===== src/rtl/dm_arb_pkg.sv =====
// ----------------------------------------------------------------------------
// dm_arb_pkg
// Shared definitions for the data-memory port arbiter:
//   arb_state_t : FSM state encoding (IDLE / ACCESS / RESP)
//   WAIT_CNT_W  : width of the wait-state counter
//   clog2()     : index width helper (never returns less than 1)
// ----------------------------------------------------------------------------
package dm_arb_pkg;

    typedef enum logic [1:0] {
        IDLE   = 2'd0,
        ACCESS = 2'd1,
        RESP   = 2'd2
    } arb_state_t;

    localparam int WAIT_CNT_W = 4;

    // Minimum width 1 so that a channel index always has at least one bit.
    function automatic int clog2(input int n);
        int r;
        r = 0;
        while ((1 << r) < n) begin
            r = r + 1;
        end
        return (r < 1) ? 1 : r;
    endfunction

endpackage


===== src/rtl/rr_arb_pick.sv =====
// ----------------------------------------------------------------------------
// rr_arb_pick
// Combinational round-robin picker. Scans the unmasked requests starting at
// ptr_i and wrapping modulo NCH; the first set request wins.
// Ports:
//   req_i      [NCH-1:0]  request vector
//   mask_i     [NCH-1:0]  channels excluded from this pick
//   ptr_i      [IW-1:0]   channel with highest priority (must be < NCH)
//   gnt_oh_o   [NCH-1:0]  one-hot winner (zero when nothing eligible)
//   gnt_idx_o  [IW-1:0]   binary winner index
//   valid_o               an eligible request exists
// ----------------------------------------------------------------------------
module rr_arb_pick
    import dm_arb_pkg::*;
#(
    parameter int NCH = 3,
    localparam int IW = clog2(NCH)
) (
    input  logic [NCH-1:0] req_i,
    input  logic [NCH-1:0] mask_i,
    input  logic [IW-1:0]  ptr_i,
    output logic [NCH-1:0] gnt_oh_o,
    output logic [IW-1:0]  gnt_idx_o,
    output logic           valid_o
);

    logic [NCH-1:0] eff_req;
    logic [IW-1:0]  cand_idx [NCH];

    assign eff_req = req_i & ~mask_i;

    // cand_idx[k] is the channel examined at scan offset k: (ptr + k) mod NCH.
    // ptr < NCH and k < NCH, so a single conditional subtract is enough.
    for (genvar gi = 0; gi < NCH; gi++) begin : g_cand
        logic [IW:0] sum;
        assign sum          = {1'b0, ptr_i} + (IW+1)'(gi);
        assign cand_idx[gi] = (sum >= (IW+1)'(NCH)) ? IW'(sum - (IW+1)'(NCH))
                                                     : sum[IW-1:0];
    end

    // Walk from the lowest priority offset up so the smallest offset
    // with a request is the one left standing.
    always_comb begin
        gnt_oh_o  = '0;
        gnt_idx_o = '0;
        valid_o   = 1'b0;
        for (int k = NCH - 1; k >= 0; k--) begin
            if (eff_req[cand_idx[k]]) begin
                gnt_oh_o              = '0;
                gnt_oh_o[cand_idx[k]] = 1'b1;
                gnt_idx_o             = cand_idx[k];
                valid_o               = 1'b1;
            end
        end
    end

endmodule


===== src/rtl/dm_port_arbiter.sv =====
// ----------------------------------------------------------------------------
// dm_port_arbiter
// Round-robin arbiter sharing the single data-memory port between NCH
// requesters with WAIT_ST extra memory cycles per access.
// Ports:
//   clk, reset            clock (rising edge), asynchronous active-low reset
//   ch_req   [NCH]        level request per channel
//   ch_wrb   [NCH]        1=write, 0=read per channel
//   ch_add   [NCH*DMA]    packed addresses, channel i at [i*DMA_SIZE +: DMA_SIZE]
//   ch_wdt   [NCH*DMD]    packed write data, same packing
//   ch_gnt   [NCH]        one-hot pulse: request accepted, inputs latched
//   ch_done  [NCH]        one-hot pulse: access complete (arb_rdt valid next cycle for reads)
//   arb_rdt  [DMD]        registered read data, held until the next read completes
//   arb_busy              high in ACCESS and RESP
//   mem_cslt/mem_wrb/mem_add/mem_wdt  memory strobe, direction, address, write data
//   mem_rdt  [DMD]        memory read data, valid in the cycle after the last ACCESS cycle
// Grant and done are decoded from the current state so the grant lands in
// the arbitration cycle itself; this is what lets RESP hand the port
// straight to the next requester without an idle cycle.
// ----------------------------------------------------------------------------
module dm_port_arbiter
    import dm_arb_pkg::*;
#(
    parameter int NCH      = 3,
    parameter int DMA_SIZE = 16,
    parameter int DMD_SIZE = 16,
    parameter int WAIT_ST  = 1
) (
    input  logic                    clk,
    input  logic                    reset,
    input  logic [NCH-1:0]          ch_req,
    input  logic [NCH-1:0]          ch_wrb,
    input  logic [NCH*DMA_SIZE-1:0] ch_add,
    input  logic [NCH*DMD_SIZE-1:0] ch_wdt,
    output logic [NCH-1:0]          ch_gnt,
    output logic [NCH-1:0]          ch_done,
    output logic [DMD_SIZE-1:0]     arb_rdt,
    output logic                    arb_busy,
    output logic                    mem_cslt,
    output logic                    mem_wrb,
    output logic [DMA_SIZE-1:0]     mem_add,
    output logic [DMD_SIZE-1:0]     mem_wdt,
    input  logic [DMD_SIZE-1:0]     mem_rdt
);

    localparam int CH_W = clog2(NCH);

    arb_state_t              state_q;
    logic [CH_W-1:0]         rr_ptr_q;
    logic [WAIT_CNT_W-1:0]   wait_cnt_q;
    logic [CH_W-1:0]         lat_ch_q;
    logic                    lat_wrb_q;
    logic [DMA_SIZE-1:0]     lat_add_q;
    logic [DMD_SIZE-1:0]     lat_wdt_q;
    logic [DMD_SIZE-1:0]     arb_rdt_q;

    logic [DMA_SIZE-1:0]     add_arr [NCH];
    logic [DMD_SIZE-1:0]     wdt_arr [NCH];
    logic [NCH-1:0]          lat_oh;
    logic [NCH-1:0]          pick_mask;
    logic [NCH-1:0]          pick_oh;
    logic [CH_W-1:0]         pick_idx;
    logic                    pick_valid;
    logic                    arb_ok;
    logic [CH_W-1:0]         next_ptr;

    for (genvar gi = 0; gi < NCH; gi++) begin : g_chan
        assign add_arr[gi] = ch_add[gi*DMA_SIZE +: DMA_SIZE];
        assign wdt_arr[gi] = ch_wdt[gi*DMD_SIZE +: DMD_SIZE];
        assign lat_oh[gi]  = (lat_ch_q == CH_W'(gi));
    end

    // Arbitration happens in IDLE and RESP; in RESP the channel being
    // completed is masked so a requester that keeps req high goes last.
    assign arb_ok    = (state_q == IDLE) || (state_q == RESP);
    assign pick_mask = (state_q == RESP) ? lat_oh : '0;

    rr_arb_pick #(
        .NCH (NCH)
    ) u_pick (
        .req_i     (ch_req),
        .mask_i    (pick_mask),
        .ptr_i     (rr_ptr_q),
        .gnt_oh_o  (pick_oh),
        .gnt_idx_o (pick_idx),
        .valid_o   (pick_valid)
    );

    assign next_ptr = (pick_idx == CH_W'(NCH - 1)) ? '0 : pick_idx + 1'b1;

    always_ff @(posedge clk or negedge reset) begin
        if (!reset) begin
            state_q    <= IDLE;
            rr_ptr_q   <= '0;
            wait_cnt_q <= '0;
            lat_ch_q   <= '0;
            lat_wrb_q  <= 1'b0;
            lat_add_q  <= '0;
            lat_wdt_q  <= '0;
            arb_rdt_q  <= '0;
        end else begin
            case (state_q)
                IDLE, RESP: begin
                    if ((state_q == RESP) && !lat_wrb_q) begin
                        arb_rdt_q <= mem_rdt;
                    end
                    if (pick_valid) begin
                        lat_ch_q   <= pick_idx;
                        lat_wrb_q  <= ch_wrb[pick_idx];
                        lat_add_q  <= add_arr[pick_idx];
                        lat_wdt_q  <= wdt_arr[pick_idx];
                        rr_ptr_q   <= next_ptr;
                        wait_cnt_q <= WAIT_CNT_W'(WAIT_ST);
                        state_q    <= ACCESS;
                    end else begin
                        state_q    <= IDLE;
                    end
                end
                ACCESS: begin
                    if (wait_cnt_q != '0) begin
                        wait_cnt_q <= wait_cnt_q - 1'b1;
                    end else begin
                        state_q    <= RESP;
                    end
                end
                default: begin
                    state_q <= IDLE;
                end
            endcase
        end
    end

    // reset gates the grant so nothing is offered while the port is held in reset.
    assign ch_gnt   = (arb_ok && pick_valid && reset) ? pick_oh : '0;
    assign ch_done  = (state_q == RESP) ? lat_oh : '0;
    assign arb_rdt  = arb_rdt_q;
    assign arb_busy = (state_q == ACCESS) || (state_q == RESP);

    // Memory side is driven only while the strobe is active.
    assign mem_cslt = (state_q == ACCESS);
    assign mem_wrb  = mem_cslt & lat_wrb_q;
    assign mem_add  = mem_cslt ? lat_add_q : '0;
    assign mem_wdt  = mem_cslt ? lat_wdt_q : '0;

endmodule


===== config.mk =====
export PLATFORM = sky130hd
export DESIGN_NAME = dm_port_arbiter
export DESIGN_NICKNAME = d
export VERILOG_FILES = /design/src/rtl/dm_arb_pkg.sv /design/src/rtl/rr_arb_pick.sv /design/src/rtl/dm_port_arbiter.sv
export SDC_FILE = /design/constraint.sdc
export NUM_CORES = 1
export LEC_CHECK = 0
export CAP_MARGIN = 20
export CORE_MARGIN = 2
export CORE_UTILIZATION = 41
export DETAILED_ROUTE_END_ITERATION = 7
export PLACE_DENSITY = 0.83
export SLEW_MARGIN = 20
export SYNTH_ARGS = -nofsm -noshare
export SYNTH_HDL_FRONTEND = slang
export SYNTH_SLANG_ARGS = --single-unit

===== constraint.sdc =====
create_clock -name clk -period 3.2 [get_ports clk]
set_clock_uncertainty 0.15 [all_clocks]
set_input_delay 0.64 -clock clk [delete_from_list [all_inputs] [get_ports clk]]
set_output_delay 0.64 -clock clk [all_outputs]
set_load 0.05 [all_outputs]

# Yosys cells after proc, flatten, opt, wreduce, memory -nomap -nowiden
# Cells that the tools add are included.
totals:
  ff_bits: 59
  input_bits: 120
  output_inout_bits: 57
  word_cells: 98
classes:
  add_sub_neg: 7
  magnitude_cmp: 11
  n_eq_ne: 8
  muxes: 43
  bitwise: 4
  reduce_logical: 17
op_table:
  columns: ["operator", "count"]
  rows:
  - ["$mux 16", 6]
  - ["$bmux 16 s2", 2]
  - ["$mux 2", 8]
  - ["$mux 3", 5]
  - ["$lt 2x3->1 const B", 4]
  - ["$mux 1", 11]
  - ["$bmux 1 s2", 4]
  - ["$mux 4", 2]
  - ["$pmux 4 s2", 1]
  - ["$demux 1 s2", 3]
  - ["$eq 2x2->1 const B", 3]
  - ["$ge 2x1->1 const B", 3]
  - ["$ge 3x2->1 const B", 2]
  - ["$logic_and 1x1->1", 6]
  - ["$sub 2x2->2 const B", 3]
  - ["$eq 2x1->1 const B", 2]
  - ["$logic_not 2->1", 2]
  - ["$ne 2x2->1 const B", 2]
  - ["$pmux 2 s2", 1]
  - ["$reduce_and 2->1", 2]
  - ["$reduce_bool 4->1", 1]
  - ["$sub 4x1->4 const B", 1]
  - ["$add 2x1->3 const B", 1]
  - ["$add 2x2->3 const B", 1]
  - ["13 further kinds", 14]

# Longest topological paths before layout
depth:
  word_depth: 13
  mapped_depth: 11
  depth_no_buf: 9

# Modules after synthesis
# From an unflattened synthesis, not the netlist that was laid out.
unflattened:
  cells_unflattened: 401
  area_unflattened_um2: 3741.1
by_module_without_submodules:
  columns: ["module", "instances", "cells_each", "area_per_inst_um2", "seq_area_each_um2"]
  rows:
  - ["dm_port_arbiter", 1, 347, 3352.0, 1476.4]
  - ["rr_arb_pick", 1, 54, 389.1, 0.0]

# Worst setup path before layout
# Ideal clock, no wire load.
synth_path:
  kind: "reg-to-output"
  startpoint: "reg state_q[0]"
  endpoint: "out ch_gnt[2]"
  arrival_ns: 2.912
  required_time_ns: 2.410
  path_slack_ns: -0.502
  stages_incl_launch_ff: 9
  cell_sequence: "dfrtp_1 -> inv_1 -> ha_1 -> nor3b_2 -> nand2b_4 -> a211o_1 -> nand2_1 -> buf_2 -> nor2_1"
synth_between:
  elab_chain_cells: 12
synth_lines:
  columns: ["element", "line_no", "rtl"]
  rows:
  - ["from (decl)", "dm_port_arbiter.sv:48", "arb_state_t state_q;"]
  - ["from (signal assigned)", "dm_port_arbiter.sv:93", "state_q <= IDLE;"]
  - ["from (signal assigned)", "dm_port_arbiter.sv:114", "state_q <= ACCESS;"]
  - ["from (signal assigned)", "dm_port_arbiter.sv:116", "state_q <= IDLE;"]
  - ["$eq 2x2->1 *", null, null]
  - ["$mux 3 *", null, null]
  - ["via ch_done[0]", "dm_port_arbiter.sv:36", "output logic [NCH-1:0] ch_done,"]
  - ["$not 3->3 *", "rr_arb_pick.sv:30", "assign eff_req = req_i & ~mask_i;"]
  - ["$and 3x3->3 *", "rr_arb_pick.sv:30", null]
  - ["$bmux 1 s2", "rr_arb_pick.sv:48", "if (eff_req[cand_idx[k]]) begin"]
  - ["$mux 1 (not written as such)", "rr_arb_pick.sv:48", null]
  - ["$mux 1 (3 in a row)", "rr_arb_pick.sv:48", null]
  - ["$logic_and 1x1->1 (2 in a row)", "dm_port_arbiter.sv:134", "assign ch_gnt = (arb_ok && pick_valid && reset) ? pick_oh : '0;"]
  - ["$mux 3 *", "dm_port_arbiter.sv:134", null]
  - ["to (decl)", "dm_port_arbiter.sv:35", "output logic [NCH-1:0] ch_gnt,"]
# The timed path passes the listed nets; every way through them passes the cells marked *. The select of a mux whose other input is x is not followed.

# Final worst setup path
layout_path:
  startpoint: "reg state_q[0]"
  endpoint: "out ch_gnt[1]"
layout_between:
  elab_chain_cells: 12
layout_lines:
  columns: ["element", "line_no", "rtl"]
  rows:
  - ["$eq 2x2->1", "dm_port_arbiter.sv:75, dm_port_arbiter.sv:76", null]
  - ["$mux 3", "dm_port_arbiter.sv:76", "assign pick_mask = (state_q == RESP) ? lat_oh : '0;"]
  - ["$not 3->3", "rr_arb_pick.sv:30", null]
  - ["$and 3x3->3", "rr_arb_pick.sv:30", null]
  - ["$bmux 1 s2", "rr_arb_pick.sv:48", null]
  - ["$mux 1 (not written as such)", "rr_arb_pick.sv:48", null]
  - ["$mux 1 (3 in a row)", "rr_arb_pick.sv:48", null]
  - ["$logic_and 1x1->1 (2 in a row)", "dm_port_arbiter.sv:134", null]
  - ["$mux 3 *", "dm_port_arbiter.sv:134", null]
# Every way passes the cells marked *; elsewhere a longest branch is shown, timed or not. The select of a mux whose other input is x is not followed.

==> out/results.tsv <==
stage	metric	value	unit
outcome	outcome	complete, no violations	
power_and_ir_drop	P_int	3.48	mW
synthesis	Post-synth EDFFs	0	
power_and_ir_drop	Reg power frac	19.7	%
setup_path	slowest cell delay on critical path	0.55	ns
drt	via/cell ratio	5.46	
global_route	vias in the first global route	3857	
synthesis	commonest cells in the netlist	dfrtp_1, nand2_1, nor2_1, and2_1, nor3_1	
placed_design	Port Buffers	176	
timing	final setup vio count	0	
power_and_ir_drop	Psw	3.21	mW
synthesis	#FFs+latches synth	59	
setup_path	critical-path cell list	inv_2 -> ha_4 -> or4bb_4 -> a32oi_2 -> a311oi_2 -> and3b_4 -> nand2_4 -> a21oi_2 -> buf_12	
finish	utilization after layout	72.3	%
synthesis	post-synthesis sequential area ratio	40.8	%
global_route	total track usage	24.4	%
synthesis	Synth Flop Type	dfrtp_1	
power_and_ir_drop	Switching Fraction	48.0	%
power_and_ir_drop	Comb pwr share	68.7	%
clocking	cts hold-fix bufs	0	
clocking	Worst-path clk slew	0.07	ns
clocking	clock latency at the later pin of the worst-skew pair	0.34	ns
timing	Least-Margin Pin Slew	0.762	ns
synthesis	Area contributors post-synth	dfrtp_1, and2_1, o31ai_1, mux2_2, nor3_1	
finish	Final nets	721	
drt	antenna-violating nets left	0	
drt	# DRC	0	
timing	fmax	314	MHz
drt	final wirelength	11.9	mm
finish	synth-to-layout area growth	72.6	%
timing	Final Hold Viols	0	
global_route	first-pass GRT wire length	18.7	mm
job	MaxCap Viol Count	0	
clocking	clk buf depth	2	
clocking	TritonCTS Sinks	59	
finish	fraction of layout cells with a size suffix above 1	21.0	%
setup_path	R2R depth	10	
global_route	gr ovfl total	0	
setup_path	CP Data Required Time	2.41	ns
setup_path	CP arrival	2.40	ns
drt	drt pass-1 iters	5	
setup_path	Max FO, Critical Path	4	
synthesis	Syn Area/Cell	8.87	sq um
setup_path	worst setup path class	reg2out	
timing	final max-slew violation count	0	
setup_path	Critical Path Source Type	flip-flop	
finish	Filler Cell Count	637	
synthesis	async set or reset register ratio after synthesis	100	%
timing	Max-Slew Margin vs Limit	49.2	%
power_and_ir_drop	Clk pwr share	11.6	%
placed_design	dpl cell area	5880	sq um
floorplan	Core Rows	34	
clocking	H-Tree Depth	3	
setup_path	CP max-delay cell	or4bb_4	
setup_path	critical path endpoint category	output port	
synthesis	top cell type's share of synthesized area	40.8	%
clocking	Inserted Clock Buffers	9	
finish	ant diodes	0	
synthesis	count leader, synth	dfrtp_1	
placed_design	post-DP HPWL	8.50	mm
floorplan	Top Ports	177	
timing	crit share post-route	99.6	%
placed_design	pre-CTS setup slack	-0.114	ns
synthesis	Synthesized Nets	539	
finish	post-layout instance area	6250	sq um
timing	TNS Setup	0	ns
synthesis	YS warnings	0	
floorplan	Die H	97.9	microns
floorplan	Die Wd	97.9	microns
setup_path	Worst R2R Setup Slack	0.46	ns
drt	DRT iter0 DRCs	176	
setup_path	R2R Path End	wait_cnt_q[3]$_DFFE_PN0P_	
power_and_ir_drop	worst vdd ir	0.000469	V
synthesis	most area-hungry cell type in the Yosys netlist	dfrtp_1	
synthesis	Gate Count Post-Synth	408	
floorplan	die footprint	9590	sq um
floorplan	Core ar.	8640	sq um
clocking	CTS tree	done	
drt	wire per inst	16.9	microns
setup_path	Setup crit end	ch_gnt[1]	
synthesis	Yosys cell types	49	
setup_path	crit path from	state_q[0]$_DFFE_PN0P_	
floorplan	Initial Util	41.9	%
global_route	initial antenna violation count	0	
drt	vias	3836	
power_and_ir_drop	power density cells	1070	nW/um^2
power_and_ir_drop	Leak Pwr	2.62	nW
placed_design	GP Congestion	0.805	
setup_path	reg2reg start	state_q[0]$_DFFE_PN0P_	
timing	min Tclk post-route	3.19	ns
global_route	largest net degree at the start of global routing	60	
clocking	clock root cell	clkbuf_8	
timing	Final WS setup	0.0112	ns
hold_path	Min-Delay Path Class	reg2reg	
synthesis	Post-Syn Area	3620	sq um
## worst max-delay path: cells and delay by family, from the launching register on
kind | cells | cell delay, ns
simple gates | 3 | 0.86
buf+inv | 2 | 0.29
compound gates | 3 | 0.35
flops | 1 | 0.40
fa+ha+maj | 1 | 0.17
## layer usage
layer | global-route usage [%] | vias to the layer above | routed length, microns
met3 | 6.87 | 25 | 1000
met5 | 0 | - | 0
met4 | 10.8 | 0 | 370
met1 | 28.0 | 1815 | 4480
met2 | 42.4 | 196 | 6060
li1 | - | 1800 | -
## registers in the layout (all words and copies together) (netlist names)
signal,flops
lat_wrb_q,1
arb_rdt,16
lat_ch_q,2
lat_wdt_q,16
wait_cnt_q,4
state_q,2
lat_add_q,16
rr_ptr_q,2
## cells in the final DEF (no fill, tap or decap), types with 4 or more instances in the layout
| master | n |
|---|---|
| nor2_1 | 35 |
| dfrtp_1 | 59 |
| nand3_1 | 5 |
| ha_1 | 7 |
| clkdlybuf4s50_1 | 136 |
| a21oi_1 | 4 |
| and2_1 | 36 |
| nor3_1 | 35 |
| clkbuf_8 | 9 |
| o21ai_0 | 33 |
| o21ai_1 | 7 |
| o21ai_2 | 4 |
| buf_12 | 37 |
| buf_4 | 24 |
| o31ai_2 | 4 |
| o31ai_1 | 30 |
| nand2_1 | 43 |
| inv_1 | 9 |
| mux2_2 | 16 |
## worst min path at each step
stage	start	endpoint	slack [ns]	cells past startpoint
2_1_floorplan	reset	arb_rdt[0]$_DFFE_PN0P_	0.19	0
6_report	lat_add_q[11]$_DFFE_PN0P_	lat_add_q[11]$_DFFE_PN0P_	0.32	2
5_1_grt	lat_add_q[8]$_DFFE_PN0P_	lat_add_q[8]$_DFFE_PN0P_	0.34	2
3_3_place_gp	lat_add_q[11]$_DFFE_PN0P_	lat_add_q[11]$_DFFE_PN0P_	0.30	2
4_1_cts	lat_add_q[12]$_DFFE_PN0P_	lat_add_q[12]$_DFFE_PN0P_	0.33	2
3_5_place_dp	lat_add_q[12]$_DFFE_PN0P_	lat_add_q[12]$_DFFE_PN0P_	0.31	2
## power groups by stage
stage | clock, mW | combinational (mW) | sequential (mW)
after floorplan | 0 | 2.45 | 1.64
after global placement | 0 | 4.36 | 1.30
after detailed placement | 0 | 4.47 | 1.33
after CTS | 0.796 | 4.51 | 1.32
after global routing | 0.828 | 4.88 | 1.37
final | 0.776 | 4.60 | 1.32
## kinds of logic (layout without fill, tap and decap cells)
logic type,after synthesis,in the layout,synth area share (%)
compound gates,98,98,18.9
buf+inv,41,228,5.26
fa+ha+maj,11,11,3.80
xor+xnor,1,1,0.242
simple gates,179,179,25.1
mux,19,19,5.81
flops,59,59,40.8
## metrics by stage
| stage | std cells | hold WS, ns | total power, mW |
|---|---|---|---|
| 6_report | 703 | 0.325 | 6.70 |
| 3_3_place_gp | 679 | 0.303 | 5.66 |
| 4_1_cts | 696 | 0.328 | 6.62 |
| 5_1_grt | 703 | 0.343 | 7.08 |
| 3_5_place_dp | 679 | 0.311 | 5.80 |
| 2_1_floorplan | 408 | 0.194 | 4.09 |
## layout make-up
class	instances	area, sq um	share of cell area, %
Timing Repair Buffer	201	2320	37.2
Multi-Input combinational cell	308	2040	32.7
Sequential cell	59	1480	23.6
Tap cell	108	135	2.16
Clock buffer	9	124	1.98
Clock inverter	7	101	1.62
Inverter	11	41.3	0.661
## timing repair
item	in CTS	in global routing
hold endpoints to repair	0	0
pin swaps	4	3
resized for setup	7	9
endpoints found under the setup margin	3	3
buffers inserted	1	6
(Power assumes the default switching activity.)
==> RTL edit: new RTL, same flow settings <==
`DMA_SIZE`: 16 -> 32.
--- a/src/rtl/dm_port_arbiter.sv
+++ b/src/rtl/dm_port_arbiter.sv
@@ -22,7 +22,7 @@
     import dm_arb_pkg::*;
 #(
     parameter int NCH      = 3,
-    parameter int DMA_SIZE = 16,
+    parameter int DMA_SIZE = 32,
     parameter int DMD_SIZE = 16,
     parameter int WAIT_ST  = 1
 ) (
Interface: changed (resized ch_add and mem_add); port bits go from 177 to 241. No check against the original RTL was run, so the function may have changed too.
==> RTL edit against the original RTL <==
The run now ends with setup timing left; fmax down 5.9%; hold slack worse by 0.0043 ns; area after synthesis up 37%; sequential power up 30%; routed wire length up 45%; sequential cell count up 16; first-iteration DRC count up 89%; sequential share of layout area down 0.12 points; worst setup slack worse by 0.20 ns; utilization down 5.3 points; final area up 28%; total power up 33%; critical path type unchanged; critical endpoint unchanged.
==> RTL edit: results (changes against the original RTL) <==
Drt
  – Metal3 WL: 1344 um (+34%)
  – DR WL/cell: 18.26 um (+7.8%)
  – Initial DRC Count: 333 (+89%)
  – DR vias: 5183 (+35%)
  – Vias per inst: 5.490 (+0.62%)
  – Highest Signal Layer: met4
  – Pre-Repair DR Iteration Count: 5 (unchanged)
  – Metal2 WL: 8745 um (+44%)
  – WL met1: 6736 um (+50%)

Place
  – Post-placement cell count: 915 (+35%)
  – Post-DP HPWL: 12180 um (+43%)
  – PortBufs: 240 (+36%)
  – GP Congestion: 0.9200 (+14%)
  – DP Area: 7482 um2 (+27%)

Global routing
  – Met1 Use GR: 0.3063 (+0.02630)
  – Grt met3 use: 0.05898 (-0.009739)
  – Largest net degree at the start of global routing: 76 (+27%)
  – Antenna violations before repair: 1 (+1)
  – First-pass GRT wire length: 26790 um (+43%)
  – Overall Global Routing Usage: 0.2610 (+0.01703)
  – Grt total ovfl: 0 (unchanged)
  – Global-route met2 utilization: 0.4699 (+0.04626)
  – Vias in the first global route: 5294 (+37%)

Critical path
  – Critical R2R Launch: state_q[0]
  – Worst Setup Start Kind: register
  – Critical path's slowest cell: dfrtp_1
  – Crit path DAT: 2.60 ns (+0.20 ns)
  – Max FO, Critical Path: 4 (unchanged)
  – Crit-path max cell delay: 0.39 ns (-0.16 ns)
  – CP delay by family, top: compound AO/OA/AOI/OAI gates

Synth
  – Post-synthesis sequential area ratio: 0.3790 (-0.02904)
  – Post-synthesis cell type count: 47 (-4.1%)
  – Syn nets: 728 (+35%)
  – Warnings from Yosys: 0 (unchanged)
  – Mapped Cells: 549 (+35%)
  – Main synth FF type: dfrtp_1
  – Most instantiated cells after synthesis: 75 x dfrtp_1, 62 x nand2_1, 60 x o21ai_0, 53 x and2_1, 50 x and3_1
  – Top cells by area, synth: dfrtp_1 38%, a211oi_2 10%, and2_1 6.7%

Final layout
  – Filler cell count: 937 (+47%)
  – Final net count: 970 (+35%)
  – Share of cells above drive strength 1: 0.2450 (+0.03489)

Worst hold path
  – Hold crit path type: reg2reg
  – Hold path start: lat_add_q[29]

Clock network
  – CTS H-tree lvls: 3 (unchanged)
  – CTS Buf Count: 9 (unchanged)
  – Root Buffer: clkbuf_16
  – Worst-skew pair later-pin latency: 0.33 ns
  – CTS Buffer Depth: 2 (unchanged)

STA
  – Final TNS setup: -0.4835 ns (-0.4835 ns)
  – Final Setup Violations: 3 (+3)
  – Worst-Margin Slew: 0.9864 ns (+0.2247 ns)
  – Final worst slack: -0.1873 ns (-0.1985 ns)

Outcome
  – Outcome: finished with violations
  – Failing checks: setup timing

Power
  – Leakage: 3.476 nW (+33%)
  – Peak supply drop: 539.5 uV (+15%)
  – Int Pwr: 4.404 mW (+26%)
  – Comb pwr share: 0.681 (-0.006)
  – Sequential Power Share: 0.194 (-0.003)
==> RTL edit: stage by stage <==
step | total power [mW] | worst slack, ns | utilization
floorplan | 5.774 | 0.02669 | -
global placement | 7.374 | -0.3315 | 0.6282
CTS | 8.821 | -0.09032 | 0.6670
finish | 8.876 | -0.1873 | 0.6704
global route | 9.454 | -0.3002 | 0.6704
detailed placement | 7.553 | -0.3523 | 0.6282
==> RTL edit: cells by family (layout without fill, tap and decap cells) <==
family                     count (synthesis)  in the layout  share of synthesized area
and+or+nand+nor                          199            199                     0.2221
adders and majority gates                 12             12                    0.03007
other                                      0              1                          0
buffers and inverters                     65            312                    0.06342
muxes                                     17             17                    0.03840
DFF                                       75             75                     0.3790
AOI/OAI and AO/OA                        181            181                     0.2671
==> RTL edit: worst paths after layout <==
kind	endpoint	slack, ns	depth (start not counted)
min in group asynchronous	rr_ptr_q[0]	0.42	2
max in group asynchronous	state_q[1]	1.77	2
worst min-delay path	lat_add_q[29]	0.32	2
worst max register to register	lat_add_q[30]	0.33	11
worst max-delay path	ch_gnt[1]	-0.19	10
worst min register to register	lat_add_q[29]	0.32	2
==> RTL edit: repair_timing <==
action                     in CTS  in global routing
gates resized for setup        18                  3
setup endpoints to repair       3                  3
pin swaps                       7                  1
setup buffers                   9                  3
hold buffers                    0                  0
==> RTL edit: area by class of cell <==
type / count / area [um2] / area share
diodes: 1 / 2.502 / 0.0003134
well taps: 147 / 183.9 / 0.02303
flip-flops and latches: 75 / 1878 / 0.2352
repair buffers: 281 / 2644 / 0.3311
inverters: 15 / 61.31 / 0.007678
multi-input cells: 409 / 2890 / 0.3620
clock inverters: 7 / 100.1 / 0.01254
clock buffers: 9 / 225.2 / 0.02820
